<file path="src/rtl/lsu_wb_stage.sv">
// Load/store writeback stage: one outstanding request, req/ack data-memory handshake, load alignment for the register file.
// Optional macro LSU_MISALIGN_TRAP_EN rejects misaligned half/word requests with an err pulse instead of truncating.
module lsu_wb_stage #(
    parameter int TIMEOUT_CYC = 16
) (
    input  logic        clk,
    input  logic        rst,
    input  logic        req_valid,
    output logic        req_ready,
    input  logic        req_we,
    input  logic [1:0]  req_size,
    input  logic        req_unsigned,
    input  logic [31:0] req_addr,
    input  logic [31:0] req_wdata,
    input  logic [4:0]  req_rd,
    output logic        mem_req,
    output logic        mem_we,
    output logic [31:0] mem_addr,
    output logic [31:0] mem_wdata,
    output logic [3:0]  mem_be,
    input  logic        mem_ack,
    input  logic [31:0] mem_rdata,
    output logic [2:0]  wb_we,
    output logic [4:0]  wb_addr,
    output logic [31:0] wb_data,
    output logic        busy,
    output logic        err
);

    localparam logic [1:0] IDLE   = 2'd0;
    localparam logic [1:0] ACCESS = 2'd1;
    localparam logic [1:0] WB     = 2'd2;

    logic [1:0] state;
    logic [7:0] cnt;
    logic [1:0] lat_size;
    logic       lat_uns;
    logic [1:0] lat_lo;
    logic [4:0] lat_rd;
    logic       trap;

    function automatic logic [3:0] be_of(input logic we, input logic [1:0] size, input logic [1:0] lo);
        if (!we) return 4'b1111;
        case (size)
            2'b00:   return 4'b0001 << lo;
            2'b01:   return lo[1] ? 4'b1100 : 4'b0011;
            default: return 4'b1111;
        endcase
    endfunction

    function automatic logic [31:0] wdata_of(input logic [1:0] size, input logic [31:0] wdata);
        case (size)
            2'b00:   return {4{wdata[7:0]}};
            2'b01:   return {2{wdata[15:0]}};
            default: return wdata;
        endcase
    endfunction

    function automatic logic [31:0] align(input logic [1:0] size, input logic [1:0] lo, input logic [31:0] rdata);
        case (size)
            2'b00:   return rdata >> {lo, 3'b000};
            2'b01:   return rdata >> {lo[1], 4'b0000};
            default: return rdata;
        endcase
    endfunction

    // Sign/zero extension happens in the register file; we only tell it which flavour.
    function automatic logic [2:0] wb_code(input logic [1:0] size, input logic uns, input logic [4:0] rd);
        if (rd == 5'd0) return 3'b000;
        case (size)
            2'b00:   return uns ? 3'b100 : 3'b010;
            2'b01:   return uns ? 3'b101 : 3'b011;
            default: return 3'b001;
        endcase
    endfunction

`ifdef LSU_MISALIGN_TRAP_EN
    assign trap = (req_size == 2'b01 && req_addr[0]) || (req_size[1] && req_addr[1:0] != 2'b00);
`else
    assign trap = 1'b0;
`endif

    // Combinational so an asynchronous reset drops them immediately.
    assign mem_req   = (state == ACCESS);
    assign busy      = (state != IDLE);
    assign req_ready = (state == IDLE);

    always_ff @(posedge clk or negedge rst) begin
        if (!rst) begin
            state     <= IDLE;
            cnt       <= 8'd0;
            lat_size  <= 2'b00;
            lat_uns   <= 1'b0;
            lat_lo    <= 2'b00;
            lat_rd    <= 5'd0;
            mem_we    <= 1'b0;
            mem_addr  <= 32'd0;
            mem_wdata <= 32'd0;
            mem_be    <= 4'b0000;
            wb_we     <= 3'b000;
            wb_addr   <= 5'd0;
            wb_data   <= 32'd0;
            err       <= 1'b0;
        end else begin
            err   <= 1'b0;
            wb_we <= 3'b000;
            case (state)
                IDLE: begin
                    if (req_valid && trap) begin
                        err <= 1'b1;
                    end else if (req_valid) begin
                        lat_size  <= req_size;
                        lat_uns   <= req_unsigned;
                        lat_lo    <= req_addr[1:0];
                        lat_rd    <= req_rd;
                        mem_we    <= req_we;
                        mem_addr  <= {req_addr[31:2], 2'b00};
                        mem_wdata <= wdata_of(req_size, req_wdata);
                        mem_be    <= be_of(req_we, req_size, req_addr[1:0]);
                        cnt       <= 8'd0;
                        state     <= ACCESS;
                    end
                end
                ACCESS: begin
                    // An ack in the final timeout cycle still completes the access.
                    if (mem_ack) begin
                        cnt <= 8'd0;
                        if (mem_we) begin
                            state <= IDLE;
                        end else begin
                            state   <= WB;
                            wb_we   <= wb_code(lat_size, lat_uns, lat_rd);
                            wb_addr <= lat_rd;
                            wb_data <= align(lat_size, lat_lo, mem_rdata);
                        end
                    end else if (cnt == 8'(TIMEOUT_CYC - 1)) begin
                        cnt   <= 8'd0;
                        err   <= 1'b1;
                        state <= IDLE;
                    end else begin
                        cnt <= cnt + 8'd1;
                    end
                end
                WB:      state <= IDLE;
                default: state <= IDLE;
            endcase
        end
    end

endmodule

</file>
<file path="config.mk">
export PLATFORM = sky130hd
export DESIGN_NAME = lsu_wb_stage
export DESIGN_NICKNAME = d
export VERILOG_FILES = /design/src/rtl/lsu_wb_stage.sv
export SDC_FILE = /design/constraint.sdc
export NUM_CORES = 1
export LEC_CHECK = 0
export CORE_ASPECT_RATIO = 1.5
export CORE_MARGIN = 8
export CORE_UTILIZATION = 48
export CTS_CLUSTER_DIAMETER = 100
export DETAILED_ROUTE_END_ITERATION = 12
export GPL_ROUTABILITY_DRIVEN = 0
export PLACE_DENSITY = 0.95
export SKIP_LAST_GASP = 1
export SLEW_MARGIN = 20
export SYNTH_ARGS = -nofsm -noshare
export SYNTH_HDL_FRONTEND = slang
export SYNTH_SLANG_ARGS = --single-unit
</file>
<file path="constraint.sdc">
create_clock -name clk -period 2.3 [get_ports clk]
set_input_delay 0.46 -clock clk [delete_from_list [all_inputs] [get_ports clk]]
set_output_delay 0.46 -clock clk [all_outputs]
set_load 0.01 [all_outputs]
</file>
---- After elaboration in Yosys (flattened, before gate mapping) ----
Index checks and enable logic that the tools add are counted.
operators by class
  $add $sub $neg .......................... 1
  equality and inequality tests ........... 6
  shift-type cells ........................ 3
  mux-type cells .......................... 33
  bitwise logic cells ..................... 1
  reduce and logical (&&, ||, !) cells .... 10
operator list
  operator                                         count
  case mux 32 bit (2 select lines)                 2
  >> shifter 32 x 5 -> 32 bit                      2
  2-to-1 mux 8 bit                                 3
  2-to-1 mux 3 bit                                 7
  case mux 8 bit (2 select lines)                  1
  2-to-1 mux 4 bit                                 3
  2-to-1 mux 1 bit                                 10
  adder 8 x 1 -> 8 bit, second input constant      1
  == test 8 x 4 -> 1 bit, second input constant    1
  2-to-1 mux 2 bit                                 4
  case mux 4 bit (2 select lines)                  1
  == test 2 x 1 -> 1 bit, second input constant    3
  logical NOT 2 bit                                3
  case mux 3 bit (2 select lines)                  1
  AND reduction 2 bit                              3
  logical NOT 5 bit                                1
  case mux 2 bit (2 select lines)                  1
  nonzero test 2 bit                               2
  << shifter 1 x 2 -> 4 bit, first input constant  1
  != test 3 x 1 -> 1 bit, second input constant    1
  AND reduction 3 bit                              1
  != test 2 bit, second input constant             1
  NOT 1 bit                                        1
storage, ports and cells
  flip-flop bits (word level) ............. 128
  input port bits ......................... 109
  output and inout bits ................... 113
  word-level logic and storage cells ...... 68

---- Logic depth before layout (Yosys ltp) ----
  depth in word-level cells ............... 9
  mapped depth ............................ 7
  mapped depth without buffers ............ 5

---- Worst setup path before layout ----
OpenSTA, ideal clock, no wires.
  path type ............................... flip-flop to flip-flop
  start point ............................. register cnt[0]
  end point ............................... register cnt[7]
  library setup time ...................... 0.116 ns
  arrival ................................. 1.342 ns
  data required time ...................... 2.184 ns
  path slack .............................. 0.843 ns
  cell stages (with the launch flop) ...... 7
  path buffers ............................ 1
  clock period less this slack ............ 1.457 ns
  path through ............................ dfrtp_1 ha_1 and3_1 buf_2 nand2_1 nand2_1 o311ai_0
between the ends
  word-level cells in the longest chain between the ends .. 4
  elaborated cells between the ends (all ways) .. 5
  classes of those cells .................. 1 x add/sub; 1 x eq/ne; 3 x mux
RTL lines
  element                                                                line      RTL
  start: declaration                                                     35        logic [7:0] cnt;
  start signal: assignment                                               141       cnt <= cnt + 8'd1;
  adder 8 x 1 -> 8 bit / == test 8 x 4 -> 1 bit (equally long branches)  141, 136
  2-to-1 mux 8 bit *                                                     136       end else if (cnt == 8'(TIMEOUT_CYC - 1)) begin
  2-to-1 mux 8 bit *                                                     126       if (mem_ack) begin
  case mux 8 bit (2 select lines) *                                      107       case (state)
Every way passes the cells marked *; elsewhere a longest branch is shown, timed or not.
A chain may end at the register's enable or synchronous reset.

---- Final worst setup path ----
  start point ............................. register state[1]
  end point ............................... output mem_req
between the ends
  word-level cells in the longest chain between the ends .. 1
RTL lines
  element                   line  RTL
  start: declaration        34    logic [1:0] state;
  start signal: assignment  90    state <= IDLE;
  start signal: assignment  121   state <= ACCESS;
  start signal: assignment  129   state <= IDLE;
  == test 2 x 1 -> 1 bit    84    assign mem_req = (state == ACCESS);
  end: declaration          16    output logic mem_req,
No other way between the ends.

==> results.toml <==
[setup_path]
crit_type = "flop to output port"
path_buf_inv = 1
cp_slowest_cell = "clkdlybuf4s50_1"
crit_path_end_kind = "output port"
crit_chain = "and2b_1 > clkdlybuf4s50_1"
required_ps = 1840
arrival_ps = 1660
cp-start-kind = "flop"
cp_max_fo = 5
cpPeakStageDelay_ps = 550
path_delay_family = "buffers and inverters"

[sta]
finClkSkew_ps = 4.56
worst_slack_ps = 177
setup_viol = 0
worst_pin_slew_ps = 792
period_share_pct = 92.3
timing.hold.ws_ps = 67.4
hold_violations = 0
finalSetupTns_ps = 0
min_period_ps = 2120
rsz0062_at_grt = "no"
slew_violations = 0
max_freq_mhz = 471
relSlewSlack_pct = 47.2

[finish]
nets = 982
nFillCells = 852
drive_gt1_share_pct = 6.78
syn_to_final_growth_pct = 49.6
layoutNonFillerInstCount = 1039

[floorplan]
coreArea_um2 = 12000
fp-row-count = 49
start_util_pct = 49.1
die_h_um = 152
die_x_um = 107
num_io_pins = 222
dieArea_um2 = 16200

[logic_synthesis]
postSynthAreaPerCell_um2 = 8.92
yosys_most_used_dff = "dfrtp_1"
yosysSeqAreaShare_pct = 54.3
yosysTopAreaCell = "dfrtp_1"
synth_common_cells = "nand2_1 (224), dfrtp_1 (128), a21oi_1 (46)"
yosys_warnings = 0
yosysTopAreaCellShare_pct = 54.3
synth-simple-area-share_pct = 21.6
yosysMostFrequentCell = "nand2_1"
synth-xor-area-share_pct = 0
ys_types = 43
synth-compound-area-share_pct = 14.6
mappedNetlistArea_um2 = 5900
ys_ff_latch = 128
synthMuxAreaShare_pct = 4.41
synthCells = 662
yosys-top-cells-area = "dfrtp_1 (54%), nand2_1 (14%), mux2i_1 (4.4%)"
synth_top_family_by_area = "simple AND/OR/NAND/NOR gates"
async_flop_share_pct = 100
synth_edf_count = 0
synth-adder-area-share_pct = 0.212

[flow_run]
maxCapViolCount = 0

[clocking]
cts_resized = 0
clk-insertion-delay-late_ps = 400
clk_path_buf_depth = 2
cts_setup_buffers = 0
cts_buffers = 17
root_buffer = "clkbuf_16"
cts_tree = "built"
ctsHoldBuffers = 0
cts_max_level = 4
cts.sinks = 128
cts.clk_slew.worst_paths_ps = 60

[power]
p_leak_nw = 4.06
vdd_ir_drop_max_v = 0.000841
finalPower_w = 0.0117
pwr_density_cell_nw_per_um2 = 1320

[outcome]
outcome = "completed"

[routing]
wl_per_cell_um = 18.4
drc = 0
drt-vias-per-instance = 5.42
finalWirelength_um = 19100
ant_nets = 0
drt-initial-drc-count = 255
via_count = 5633
first_pass_iters = 5

[worst_hold_path]
hp-class = "primary input to async pin"

[grt]
grt_use_total_pct = 24.0
grt_pass1_wl_um = 31000
grt_start_max_net_pins = 72
grt_antenna_before_repair = 1
first_global_vias = 5720
overflow = 0

[placement]
dp_cells = 1006
hpwl_um = 13900
dp_slack_ps = 273
io_buffers = 219
layer usage:
metal	global-route usage [%]	wire (um)
met5	0	0
met4	12.2	724
met3	6.48	1410
met2	41.6	10100
met1	26.0	6840
worst paths after layout:
check | start | to | slack, ps | cells past startpoint
min in group clk | mem_addr[18]$_DFFE_PN0P_ | mem_addr[18]$_DFFE_PN0P_ | 470 | 2
worst max register to register | lat_size[1]$_DFFE_PN0P_ | wb_data[6]$_DFFE_PN0P_ | 490 | 4
worst min-delay path | rst | mem_wdata[26]$_DFFE_PN0P_ | 70 | 1
max in group asynchronous | rst | mem_addr[9]$_DFFE_PN0P_ | 1570 | 2
worst min register to register | mem_addr[18]$_DFFE_PN0P_ | mem_addr[18]$_DFFE_PN0P_ | 470 | 2
worst max-delay path | state[1]$_DFFE_PN0P_ | mem_req | 180 | 2
report_power, final:
part           total [W]  leakage (nW)  switching, W  internal, W
clock network    0.00264         0.284       0.00103      0.00161
registers        0.00391          1.58      0.000641      0.00326
logic            0.00511          2.20       0.00259      0.00252
total             0.0117          4.06       0.00426      0.00740
layout make-up:
class	instances	area, um^2	area share, %
diodes	1	2.50	0.0283
clock buffers	17	425	4.82
clock inverters	15	160	1.81
inverters	14	52.6	0.595
multi-input cells	474	2420	27.4
flip-flops and latches	128	3200	36.3
well taps	153	191	2.17
repair buffers	237	2370	26.9
placed cells by master, fill, tap and decap left out, drive strengths merged, types with 2 or more instances in the layout:
master,Yosys,routed
a211o,8,8
clkinv,0,7
o22a,2,2
and4,8,8
a21oi,47,47
a221oi,7,7
o2111ai,8,8
clkdlybuf4s50,0,218
nand3b,2,2
nand2,224,224
nand3,12,12
inv,14,18
nor2,40,40
and3,4,4
o21ai,54,54
dfrtp,128,128
conb,1,2
clkbuf,19,17
mux2i,26,26
clkinvlp,0,2
nand2b,3,3
bufinv,0,2
nor3b,2,2
buf,28,19
o21bai,9,9
cells by family (layout without fill, tap and decap cells):
group	count (synthesis)	count (layout)
multiplexers	26	26
AND/OR/NAND/NOR	303	303
AO/OA/AOI/OAI	142	142
other	1	3
flip-flops	128	128
adder cells (fa/ha/maj)	1	1
buffers and inverters	61	283
sequential cells by signal (all words and copies together) (netlist names):
signal and count:
mem_wdata 32, wb_data 32, mem_addr 30, cnt 8, lat_rd 5, wb_addr 5, mem_be 4, wb_we 3
lat_lo 2, lat_size 2, state 2, err 1, lat_uns 1, mem_we 1
stage by stage:
stage | util, % | cell area, um^2
final | 73.5 | 8830
after detailed placement | 68.6 | 8240
after CTS | 73.4 | 8830
after global routing | 73.5 | 8830
after global placement | 68.6 | 8240
after floorplan | - | 5910
(Power assumes the default switching activity.)
